--- src/rtl/nunchuk_pkg.sv ---
// nunchuk_pkg
// Shared definitions for the nunchuk I2C target:
//   - FSM state encoding (nunchuk_state_e)
//   - default target address, register-file size, init byte pair
//   - register-file type plus helpers to build it and to advance the pointer
// Optional feature macro: NUNCHUK_CLK_STRETCH_EN adds the ST_STRETCH state.
package nunchuk_pkg;

    localparam logic [6:0] NUNCHUK_DEFAULT_ADDR = 7'h52;
    localparam int         NUNCHUK_REG_COUNT    = 6;
    localparam logic [7:0] NUNCHUK_INIT_BYTE0   = 8'hF0;
    localparam logic [7:0] NUNCHUK_INIT_BYTE1   = 8'h55;

    // Encodings are fixed so the debug view is identical with or without
    // the stretch state compiled in.
    typedef enum logic [3:0] {
        ST_IDLE      = 4'd0,
        ST_ADDR      = 4'd1,
        ST_ADDR_ACK  = 4'd2,
`ifdef NUNCHUK_CLK_STRETCH_EN
        ST_STRETCH   = 4'd3,
`endif
        ST_WR_DATA   = 4'd4,
        ST_WR_ACK    = 4'd5,
        ST_RD_DATA   = 4'd6,
        ST_RD_ACK    = 4'd7,
        ST_WAIT_STOP = 4'd8
    } nunchuk_state_e;

    typedef logic [NUNCHUK_REG_COUNT-1:0][7:0] nunchuk_regs_t;

    // Byte 5 packs the accelerometer LSBs and the active-low buttons.
    function automatic nunchuk_regs_t build_regs(
        input logic [7:0] sx,
        input logic [7:0] sy,
        input logic [9:0] ax,
        input logic [9:0] ay,
        input logic [9:0] az,
        input logic       z_btn,
        input logic       c_btn
    );
        nunchuk_regs_t r;
        r[0] = sx;
        r[1] = sy;
        r[2] = ax[9:2];
        r[3] = ay[9:2];
        r[4] = az[9:2];
        r[5] = {az[1:0], ay[1:0], ax[1:0], ~c_btn, ~z_btn};
        return r;
    endfunction

    // Pointer walks 0..5 and wraps; out-of-range pointers stay put.
    function automatic logic [7:0] next_ptr(input logic [7:0] p);
        logic [7:0] n;
        if (p == 8'(NUNCHUK_REG_COUNT - 1)) begin
            n = 8'd0;
        end else if (p < 8'(NUNCHUK_REG_COUNT - 1)) begin
            n = p + 8'd1;
        end else begin
            n = p;
        end
        return n;
    endfunction

endpackage

--- src/rtl/i2c_bus_sync.sv ---
// i2c_bus_sync
// Two-flop synchronisers for SCL/SDA plus bus event pulses.
// Ports:
//   clk, rst     system clock, synchronous active-high reset (sync flops -> 1)
//   scl_in       raw SCL level (asynchronous)
//   sda_in       raw SDA level (asynchronous)
//   sda          synchronised SDA level
//   scl_rise     one-cycle pulse on synchronised SCL rising edge
//   scl_fall     one-cycle pulse on synchronised SCL falling edge
//   start_det    one-cycle pulse: SDA fell while SCL stayed high
//   stop_det     one-cycle pulse: SDA rose while SCL stayed high
module i2c_bus_sync (
    input  logic clk,
    input  logic rst,
    input  logic scl_in,
    input  logic sda_in,
    output logic sda,
    output logic scl_rise,
    output logic scl_fall,
    output logic start_det,
    output logic stop_det
);

    logic [1:0] scl_sync;
    logic [1:0] sda_sync;
    logic       scl_d;
    logic       sda_d;
    logic       scl;

    always_ff @(posedge clk) begin
        if (rst) begin
            scl_sync <= 2'b11;
            sda_sync <= 2'b11;
            scl_d    <= 1'b1;
            sda_d    <= 1'b1;
        end else begin
            scl_sync <= {scl_sync[0], scl_in};
            sda_sync <= {sda_sync[0], sda_in};
            scl_d    <= scl_sync[1];
            sda_d    <= sda_sync[1];
        end
    end

    assign scl = scl_sync[1];
    assign sda = sda_sync[1];

    assign scl_rise  = scl & ~scl_d;
    assign scl_fall  = ~scl & scl_d;
    // SCL must be high on both samples so an SDA change racing an SCL
    // edge is never mistaken for START/STOP.
    assign start_det = scl & scl_d & sda_d & ~sda;
    assign stop_det  = scl & scl_d & ~sda_d & sda;

endmodule

--- src/rtl/nunchuk_responder.sv ---
// nunchuk_responder
// I2C target emulating a Wii nunchuk: a write sets the register pointer
// (first data byte) and may carry the 0xF0,0x55 init pair; a read returns
// a 6-byte snapshot of the joystick/accelerometer/button inputs.
// Optional feature macro: NUNCHUK_CLK_STRETCH_EN -- hold SCL low for
// STRETCH_CYCLES clk after the read address ACK.
// Parameters:
//   DEV_ADDR        7-bit target address
//   STRETCH_CYCLES  SCL stretch length in clk cycles (stretch build only)
// Ports:
//   clk, rst                  system clock, synchronous active-high reset
//   scl_in, sda_in            raw bus levels (asynchronous)
//   sda_oe, scl_oe            1 = pull the line low (open drain)
//   stick_x, stick_y          joystick positions
//   accel_x/y/z               accelerometer values
//   z, c                      buttons, 1 = pressed
//   busy                      addressed transfer in progress (match..STOP)
//   xfer_done                 one-cycle pulse on STOP ending an addressed transfer
//   init_seen                 sticky: 0xF0 then 0x55 seen in one write
//   state_dbg                 current FSM state
module nunchuk_responder
    import nunchuk_pkg::*;
#(
    parameter logic [6:0]  DEV_ADDR       = NUNCHUK_DEFAULT_ADDR,
    parameter int unsigned STRETCH_CYCLES = 64
) (
    input  logic           clk,
    input  logic           rst,
    input  logic           scl_in,
    input  logic           sda_in,
    output logic           sda_oe,
    output logic           scl_oe,
    input  logic [7:0]     stick_x,
    input  logic [7:0]     stick_y,
    input  logic [9:0]     accel_x,
    input  logic [9:0]     accel_y,
    input  logic [9:0]     accel_z,
    input  logic           z,
    input  logic           c,
    output logic           busy,
    output logic           xfer_done,
    output logic           init_seen,
    output nunchuk_state_e state_dbg
);

    logic sda_s;
    logic scl_rise;
    logic scl_fall;
    logic start_det;
    logic stop_det;

    i2c_bus_sync u_sync (
        .clk       (clk),
        .rst       (rst),
        .scl_in    (scl_in),
        .sda_in    (sda_in),
        .sda       (sda_s),
        .scl_rise  (scl_rise),
        .scl_fall  (scl_fall),
        .start_det (start_det),
        .stop_det  (stop_det)
    );

    nunchuk_state_e state, state_n;
    logic [3:0]     bit_cnt, bit_cnt_n;
    logic [6:0]     shift, shift_n;
    logic           rw, rw_n;
    logic           wr_first, wr_first_n;
    logic           prev_f0, prev_f0_n;
    logic           ack_bit, ack_bit_n;
    logic [7:0]     ptr, ptr_n;
    logic           busy_q, busy_n;
    logic           xfer_done_q, xfer_done_n;
    logic           init_seen_q, init_seen_n;
    logic           sda_oe_q, sda_oe_n;
    logic           snap_en;
    nunchuk_regs_t  regs;
    logic [7:0]     rx_byte;
    logic [7:0]     tx_byte;

`ifdef NUNCHUK_CLK_STRETCH_EN
    localparam int CNT_W = (STRETCH_CYCLES > 1) ? $clog2(STRETCH_CYCLES) : 1;
    localparam logic [CNT_W-1:0] CNT_LAST = CNT_W'(STRETCH_CYCLES - 1);
    logic             scl_oe_q, scl_oe_n;
    logic [CNT_W-1:0] stretch_cnt, stretch_cnt_n;
`endif

    // Byte being assembled from the bit arriving this cycle.
    assign rx_byte = {shift, sda_s};
    // Pointers past the register file read as all ones.
    assign tx_byte = (ptr < 8'(NUNCHUK_REG_COUNT)) ? regs[ptr[2:0]] : 8'hFF;

    // Next-state / output logic.
    // ACK phases (ADDR_ACK, WR_ACK) are entered on the 8th SCL rise; the
    // following fall starts driving SDA low and the next fall (end of the
    // 9th clock) releases it, so the ACK covers exactly the 9th high period.
    always_comb begin
        state_n     = state;
        bit_cnt_n   = bit_cnt;
        shift_n     = shift;
        rw_n        = rw;
        wr_first_n  = wr_first;
        prev_f0_n   = prev_f0;
        ack_bit_n   = ack_bit;
        ptr_n       = ptr;
        busy_n      = busy_q;
        xfer_done_n = 1'b0;
        init_seen_n = init_seen_q;
        sda_oe_n    = sda_oe_q;
        snap_en     = 1'b0;
`ifdef NUNCHUK_CLK_STRETCH_EN
        scl_oe_n      = scl_oe_q;
        stretch_cnt_n = stretch_cnt;
`endif

        if (stop_det) begin
            state_n     = ST_IDLE;
            sda_oe_n    = 1'b0;
            busy_n      = 1'b0;
            xfer_done_n = busy_q;
`ifdef NUNCHUK_CLK_STRETCH_EN
            scl_oe_n    = 1'b0;
`endif
        end else if (start_det) begin
            // Repeated START keeps busy and ptr; only the byte framing restarts.
            state_n   = ST_ADDR;
            bit_cnt_n = 4'd0;
            sda_oe_n  = 1'b0;
`ifdef NUNCHUK_CLK_STRETCH_EN
            scl_oe_n  = 1'b0;
`endif
        end else begin
            case (state)
                ST_IDLE: begin
                    sda_oe_n = 1'b0;
                end

                ST_ADDR: begin
                    if (scl_rise) begin
                        shift_n   = rx_byte[6:0];
                        bit_cnt_n = bit_cnt + 4'd1;
                        if (bit_cnt == 4'd7) begin
                            if (rx_byte[7:1] == DEV_ADDR) begin
                                state_n    = ST_ADDR_ACK;
                                busy_n     = 1'b1;
                                rw_n       = rx_byte[0];
                                wr_first_n = ~rx_byte[0];
                                prev_f0_n  = 1'b0;
                                snap_en    = rx_byte[0];
                            end else begin
                                state_n = ST_WAIT_STOP;
                            end
                        end
                    end
                end

                ST_ADDR_ACK: begin
                    if (scl_fall) begin
                        if (!sda_oe_q) begin
                            sda_oe_n = 1'b1;
                        end else begin
                            bit_cnt_n = 4'd0;
                            if (rw) begin
                                // First read bit goes out on this fall so it
                                // is already valid if SCL is then stretched.
                                sda_oe_n = ~tx_byte[7];
`ifdef NUNCHUK_CLK_STRETCH_EN
                                state_n       = ST_STRETCH;
                                scl_oe_n      = 1'b1;
                                stretch_cnt_n = '0;
`else
                                state_n       = ST_RD_DATA;
`endif
                            end else begin
                                sda_oe_n = 1'b0;
                                state_n  = ST_WR_DATA;
                            end
                        end
                    end
                end

`ifdef NUNCHUK_CLK_STRETCH_EN
                ST_STRETCH: begin
                    if (stretch_cnt == CNT_LAST) begin
                        scl_oe_n = 1'b0;
                        state_n  = ST_RD_DATA;
                    end else begin
                        stretch_cnt_n = stretch_cnt + 1'b1;
                    end
                end
`endif

                ST_WR_DATA: begin
                    if (scl_rise) begin
                        shift_n   = rx_byte[6:0];
                        bit_cnt_n = bit_cnt + 4'd1;
                        if (bit_cnt == 4'd7) begin
                            state_n    = ST_WR_ACK;
                            wr_first_n = 1'b0;
                            if (wr_first) begin
                                ptr_n = rx_byte;
                            end
                            if (prev_f0 && (rx_byte == NUNCHUK_INIT_BYTE1)) begin
                                init_seen_n = 1'b1;
                            end
                            prev_f0_n = (rx_byte == NUNCHUK_INIT_BYTE0);
                        end
                    end
                end

                ST_WR_ACK: begin
                    if (scl_fall) begin
                        if (!sda_oe_q) begin
                            sda_oe_n = 1'b1;
                        end else begin
                            sda_oe_n  = 1'b0;
                            bit_cnt_n = 4'd0;
                            state_n   = ST_WR_DATA;
                        end
                    end
                end

                ST_RD_DATA: begin
                    // bit_cnt counts bits already clocked out by SCL rises.
                    if (scl_rise) begin
                        bit_cnt_n = bit_cnt + 4'd1;
                    end else if (scl_fall) begin
                        if (bit_cnt == 4'd8) begin
                            sda_oe_n = 1'b0;
                            state_n  = ST_RD_ACK;
                            ptr_n    = next_ptr(ptr);
                        end else begin
                            sda_oe_n = ~tx_byte[3'd7 - bit_cnt[2:0]];
                        end
                    end
                end

                ST_RD_ACK: begin
                    if (scl_rise) begin
                        ack_bit_n = sda_s;
                    end else if (scl_fall) begin
                        if (!ack_bit) begin
                            state_n   = ST_RD_DATA;
                            bit_cnt_n = 4'd0;
                            sda_oe_n  = ~tx_byte[7];
                        end else begin
                            state_n  = ST_WAIT_STOP;
                            sda_oe_n = 1'b0;
                        end
                    end
                end

                ST_WAIT_STOP: begin
                    sda_oe_n = 1'b0;
                end

                default: begin
                    state_n  = ST_IDLE;
                    sda_oe_n = 1'b0;
                end
            endcase
        end
    end

    always_ff @(posedge clk) begin
        if (rst) begin
            state       <= ST_IDLE;
            bit_cnt     <= 4'd0;
            shift       <= 7'd0;
            rw          <= 1'b0;
            wr_first    <= 1'b0;
            prev_f0     <= 1'b0;
            ack_bit     <= 1'b0;
            ptr         <= 8'd0;
            busy_q      <= 1'b0;
            xfer_done_q <= 1'b0;
            init_seen_q <= 1'b0;
            sda_oe_q    <= 1'b0;
        end else begin
            state       <= state_n;
            bit_cnt     <= bit_cnt_n;
            shift       <= shift_n;
            rw          <= rw_n;
            wr_first    <= wr_first_n;
            prev_f0     <= prev_f0_n;
            ack_bit     <= ack_bit_n;
            ptr         <= ptr_n;
            busy_q      <= busy_n;
            xfer_done_q <= xfer_done_n;
            init_seen_q <= init_seen_n;
            sda_oe_q    <= sda_oe_n;
        end
    end

    // Snapshot taken at the read address match; later input changes are
    // invisible to the rest of the transfer.
    always_ff @(posedge clk) begin
        if (rst) begin
            regs <= '0;
        end else if (snap_en) begin
            regs <= build_regs(stick_x, stick_y, accel_x, accel_y, accel_z, z, c);
        end
    end

`ifdef NUNCHUK_CLK_STRETCH_EN
    always_ff @(posedge clk) begin
        if (rst) begin
            scl_oe_q    <= 1'b0;
            stretch_cnt <= '0;
        end else begin
            scl_oe_q    <= scl_oe_n;
            stretch_cnt <= stretch_cnt_n;
        end
    end
    assign scl_oe = scl_oe_q;
`else
    assign scl_oe = 1'b0;
`endif

    assign sda_oe    = sda_oe_q;
    assign busy      = busy_q;
    assign xfer_done = xfer_done_q;
    assign init_seen = init_seen_q;
    assign state_dbg = state;

endmodule

--- config.mk ---
export PLATFORM = sky130hd
export DESIGN_NAME = nunchuk_responder
export DESIGN_NICKNAME = d
export VERILOG_FILES = /design/src/rtl/nunchuk_pkg.sv /design/src/rtl/i2c_bus_sync.sv /design/src/rtl/nunchuk_responder.sv
export SDC_FILE = /design/constraint.sdc
export NUM_CORES = 1
export LEC_CHECK = 0
export ABC_AREA = 1
export CAP_MARGIN = 20
export CELL_PAD_IN_SITES_DETAIL_PLACEMENT = 0
export CELL_PAD_IN_SITES_GLOBAL_PLACEMENT = 1
export CORE_ASPECT_RATIO = 1.25
export CORE_UTILIZATION = 40
export DETAILED_ROUTE_END_ITERATION = 12
export MAX_ROUTING_LAYER = met4
export PLACE_DENSITY_LB_ADDON = 0.1
export SYNTH_ARGS = -nofsm -noshare
export SYNTH_HDL_FRONTEND = slang
export SYNTH_HIERARCHICAL = 1
export SYNTH_SLANG_ARGS = --single-unit
export TNS_END_PERCENT = 5
--- constraint.sdc ---
create_clock -name clk -period 2.33 [get_ports clk]
set_input_delay 0.466 -clock clk [delete_from_list [all_inputs] [get_ports clk]]
set_output_delay 0.466 -clock clk [all_outputs]
set_load 0.02 [all_outputs]
======== Word-level counts from Yosys, hierarchy flattened ========
Index checks and enable logic that the tools add are counted.
Widths: inputs -> output; s select.
cells by class
  mux-type cells .......................... 70
  bitwise operators ....................... 19
  equality and inequality tests ........... 47
  reduce and logical (&&, ||, !) cells .... 23
  order comparisons ....................... 4
  add/sub/neg operators ................... 3
operator list
  cell                 count
  $mux 4               22
  $mux 8               10
  $ne 3x3->1 const B   15
  $ne 2x2->1 const B   15
  $mux 1               29
  $pmux 4 s7           1
  $reduce_and 14->1    2
  $bmux 8 s3           1
  $eq 4x3->1 const B   5
  $lt 8x3->1 const B   2
  $pmux 8 s2           1
  $reduce_and 8->1     2
  $not 1->1            12
  $pmux 4 s3           1
  $reduce_and 6->1     2
  $reduce_and 10->1    1
  $reduce_or 2->1      5
  $ne 3x1->1 const B   3
  $add 8x1->8 const B  1
  $eq 4x4->1 const B   2
  $eq 8x3->1 const B   1
  $eq 8x7->1 const B   1
  $eq 8x8->1 const B   1
  $lt 3x4->1 const B   2
  19 further kinds     29
storage, ports and cells
  input port bits ......................... 52
  flip-flop bits (word level) ............. 85
  word-level logic and storage cells ...... 189

======== Depth between registers and ports, before layout ========
  depth in word-level cells ............... 10
  depth in mapped cells ................... 13
  depth with buffers taken out ............ 13

======== Hierarchy ========
Netlist, hierarchy kept.
by module, submodules not included
  module             instances  area an instance (sq um)  cells each
  nunchuk_responder  1          4,260.3                   601
  i2c_bus_sync       1          197.7                     24

======== Worst setup path before layout ========
OpenSTA, ideal clock, no wires.
  path type ............................... reg2reg
  start point ............................. reg ptr[0]
  end point ............................... reg ptr[3]
  slack ................................... 0.529 ns
  stages on the path, launching flop included .. 11
  data required time ...................... 2.211 ns
  path buffers ............................ 1
  arrival time ............................ 1.682 ns
  library setup time ...................... 0.119 ns
  cells stage by stage .................... dfxtp_1 inv_1 buf_1 ha_1 nor2_1 nand2_1 nand4_1 a21boi_1 o21ai_0 nand2_1 a21oi_1
on the way
  cells in the longest elaborated chain, start to end .. 7
  elaborated cells on any way between the ends .. 11
ends and longest elaborated chain
  element                   RTL line                  source
  start: declaration        nunchuk_responder.sv:71   logic [7:0] ptr, ptr_n;
  start signal: assignment  nunchuk_responder.sv:287  ptr <= ptr_n;
  $add 8x1->8               nunchuk_pkg.sv:58         n = p + 8'd1;
  $mux 8                    nunchuk_pkg.sv:57         end else if (p < 8'(NUNCHUK_REG_COUNT - 1)) begin
  $mux 8                    nunchuk_pkg.sv:55         if (p == 8'(NUNCHUK_REG_COUNT - 1)) begin
  $mux 8                    nunchuk_responder.sv:228  if (bit_cnt == 4'd8) begin
  $mux 8                    nunchuk_responder.sv:227  end else if (scl_fall) begin
  $mux 8                    nunchuk_responder.sv:225  if (scl_rise) begin
  $pmux 8 s2                nunchuk_responder.sv:133  case (state)
Several ways; a longest one is shown, not always the timed one. The select of a mux whose other input is x is not followed.
A chain may end at the register's enable or synchronous reset.

======== Final worst setup path ========
  start point ............................. reg u_sync.scl_sync[1]
  end point ............................... reg bit_cnt[1]
on the way
  cells in the longest elaborated chain, start to end .. 5
  elaborated cells on any way between the ends .. 18
ends and longest elaborated chain
  element                                             RTL line                  source
  start: declaration                                  i2c_bus_sync.sv:24        logic [1:0] scl_sync;
  start signal: assignment                            i2c_bus_sync.sv:37        scl_sync <= {scl_sync[0], scl_in};
  $and 1x1->1 (*) (3 in a row)                        i2c_bus_sync.sv:51        assign start_det = scl & scl_d & sda_d & ~sda;
  via start_det                                       nunchuk_responder.sv:49   logic start_det;
  $ne 3x3->1 (no line), or another cell as far along  -
  $reduce_and 8->1 (no line)                          -
  end signal: assignment                              nunchuk_responder.sv:281  bit_cnt <= bit_cnt_n;
  end: declaration                                    nunchuk_responder.sv:65   logic [3:0] bit_cnt, bit_cnt_n;
The timed path passes the listed nets; every way through them passes the cells marked *.

==> impl_metrics.py <==
metrics = {
    "clocking": {
        "cts_made_buffers": 9,
        "cts-hold-fix-buffers": 0,
        "cts-root-buf": "clkbuf_16",
        "cts_max_level": 3,
        "clockBufferDepth": 2,
        "clock_sink_count": 85,
        "ctsResizeCount": 0,
        "clk_pin_slew_ps": 60,
        "insertion_delay_ps": 340,
        "tritoncts": "built",
        "post_cts_buffers": 0,
    },
    "sta": {
        "hold_viol": 0,
        "maxSlewViolCount": 0,
        "finalCritPeriodShare": 0.9317,
        "clock_skew_ps": 4.728,
        "worst-slew-pin-transition_ps": 644.6,
        "period_minus_slack_ps": 2171,
        "fin_setup_tns_ps": 0,
        "setup_viol": 0,
        "fin_hold_ws_ps": 410.1,
        "relSlewSlack": 0.5666,
        "rsz0062_at_grt": "false",
        "fmax_mhz": 460.7,
    },
    "power_and_ir_drop": {
        "pwr-share-seq": 0.435,
        "p_sw_frac": 0.2148,
        "p_switching_w": 0.0007284,
        "powerDensity_nw_per_um2": 607.7,
        "pwr-share-clk": 0.496,
        "vdd_drop_max_uv": 374.2,
        "finalPower_w": 0.003391,
        "internal_power_w": 0.002663,
        "p_leak_nw": 2.252,
        "combPwrFrac": 0.069,
    },
    "setup_path": {
        "cp_max_fo": 8,
        "critPathCaptureType": "flip-flop",
        "cp.arrival_ps": 2380,
        "start_kind": "flip-flop",
        "criticalPathCategory": "flip-flop to flip-flop",
        "cp-startpoint": "u_sync/scl_sync[1]",
        "r2r-start": "u_sync/scl_sync[1]",
        "ff2ff_path_depth": 9,
        "worst_ep_required_time_ps": 2530,
    },
    "floorplan": {
        "start_util": 0.4158,
        "die_width_um": 96.43,
        "die-area_um2": 11570,
        "die_h_um": 120.0,
        "coreArea_um2": 10720,
        "ios": 61,
        "num_rows": 42,
    },
    "logic_synthesis": {
        "syn_area_per_cell_um2": 7.133,
        "async_reset_ff_frac": 0,
        "synthesis.area_um2": 4458,
        "syn_inst": 625,
        "synth_top_area_share": 0.3817,
        "synth_common_cells": "118 x nand2_1, 107 x nor2_1, 85 x dfxtp_1",
        "synth_cell_type_count": 41,
        "synthFlopType": "dfxtp_1",
        "yosys_warnings": 6,
        "yosysMostFrequentCell": "nand2_1",
        "ys_seq_area_frac": 0.3817,
        "ys_ff_latch": 85,
        "syn_nets": 682,
        "synth_enable_flop_cells": 0,
        "synth_area_leaders": "dfxtp_1 38%, nand2_1 9.9%, a211oi_2 9.3%, nor2_1 9.0%, inv_1 6.7%",
        "yosysTopAreaCell": "dfxtp_1",
    },
    "route": {
        "m1WireLength_um": 4924,
        "drt-total-wl_um": 12110,
        "routed-wl-met2_um": 6452,
        "antenna_left": 0,
        "drtIter0Drc": 123,
        "routed.top_layer": "met4",
        "wire_per_inst_um": 14.67,
        "met3WireLength_um": 376,
        "first_pass_iters": 4,
        "via_per_inst": 5.097,
        "drcViolationCount": 0,
        "vias": 4205,
    },
    "finish": {
        "diodes": 0,
        "multi_input_area_um2": 2301,
        "nNetsFinal": 745,
        "fillerInstances": 1104,
        "drive_gt1_frac": 0.1227,
        "final_cells": 825,
        "syn2layout_area_growth_pct": 25.18,
        "seq_area_um2": 1702,
        "post-route-util": 0.5205,
    },
    "placement": {
        "gp_congestion": 0.9407,
        "placedCellCount": 809,
        "hpwl_um": 9103,
        "io_buffers": 59,
    },
    "global_routing": {
        "grt_max_degree": 75,
        "overflow": 0,
        "grt_pass1_wl_um": 19760,
        "grt_pass1_vias": 4215,
        "antenna_found_initial": 0,
        "grtUsageTotal": 0.2314,
    },
    "job": {
        "cap_viol_max_count": 0,
    },
    "hold_path": {
        "min_path_cells": 1,
        "holdCritPathClass": "flip-flop to flip-flop",
        "holdCritStartpoint": "u_sync/sda_sync[0]",
    },
    "outcome": {
        "status": "complete, no violations",
    },
}
## stage by stage
| stage | setup WS, ps | instance area, um^2 |
|---|---|---|
| after floorplan | 528.6 | 4458 |
| after global placement | 257.4 | 5231 |
| after detailed placement | 219.8 | 5231 |
| after CTS | 205.4 | 5580 |
| after global routing | 10.14 | 5580 |
| final | 159.2 | 5580 |
## flip-flops by register name, indices dropped and copies added (netlist names), 2 cells and up
signal	cells
ptr	8
u_sync/scl_sync	2
u_sync/sda_sync	2
shift	7
bit_cnt	4
regs	48
state_dbg	4
## routing by layer
| layer | global-route usage | up-vias |
|---|---|---|
| met5 | - | - |
| met3 | 0.03802 | 26 |
| li1 | - | 2157 |
| met2 | 0.4233 | 81 |
| met4 | 0.09283 | 0 |
| met1 | 0.2403 | 1941 |
## power by group through the flow
stage	clock, W	sequential [W]	combinational (W)
after CTS	0.00171	0.00147	0.000237
after floorplan	0	0.00150	0.000104
final	0.00168	0.00147	0.000235
after global placement	0	0.00151	0.000235
after detailed placement	0	0.00151	0.000236
after global routing	0.00178	0.00147	0.000257
## final timing paths
kind | end | slack [ps]
min reg2reg | u_sync/sda_sync[1] | 410
min | u_sync/sda_sync[1] | 410
max reg2reg | bit_cnt[1] | 160
max | bit_cnt[1] | 160
## critical path, stage by stage (launching register included)
cell      delay (ps)
dfxtp_1          360
nand2_1           80
nor2_1           390
inv_1            290
a31oi_1          300
o311ai_2         180
nor2_2           240
nand2_1           70
o21ai_1           80
nor2_1            50
## layout by cell type (no fill, tap or decap), types with 3 or more instances in the layout
| cell | count |
|---|---|
| a211oi_1 | 6 |
| a211oi_2 | 33 |
| a21oi_1 | 29 |
| buf_4 | 20 |
| bufinv_16 | 3 |
| clkbuf_16 | 9 |
| clkdlybuf4s50_1 | 58 |
| dfxtp_1 | 85 |
| ha_1 | 5 |
| inv_1 | 79 |
| nand2_1 | 118 |
| nand3_1 | 52 |
| nand4_1 | 6 |
| nor2_1 | 107 |
| nor2_2 | 3 |
| nor4_1 | 5 |
| o211ai_1 | 4 |
| o21ai_0 | 34 |
| or2_1 | 4 |
## cell type report
type | count | area share
clock buffer | 11 | 0.04350
clock inverter | 5 | 0.01906
inverter | 82 | 0.05516
multi-input combinational | 430 | 0.4123
sequential | 85 | 0.3049
tap | 132 | 0.02960
timing repair buffer | 80 | 0.1354
## kinds of logic (layout without fill, tap and decap cells)
logic type               Yosys count  in the layout  share of synthesized area
AO/OA/AOI/OAI                    117            117                     0.1996
flip-flops                        85             85                     0.3817
adder cells (fa/ha/maj)            5              5                    0.01403
buffers and inverters            110            178                     0.1038
AND/OR/NAND/NOR                  307            307                     0.3000
other                              1              1                  0.0008412
Power figures use the tool's default switching activity.
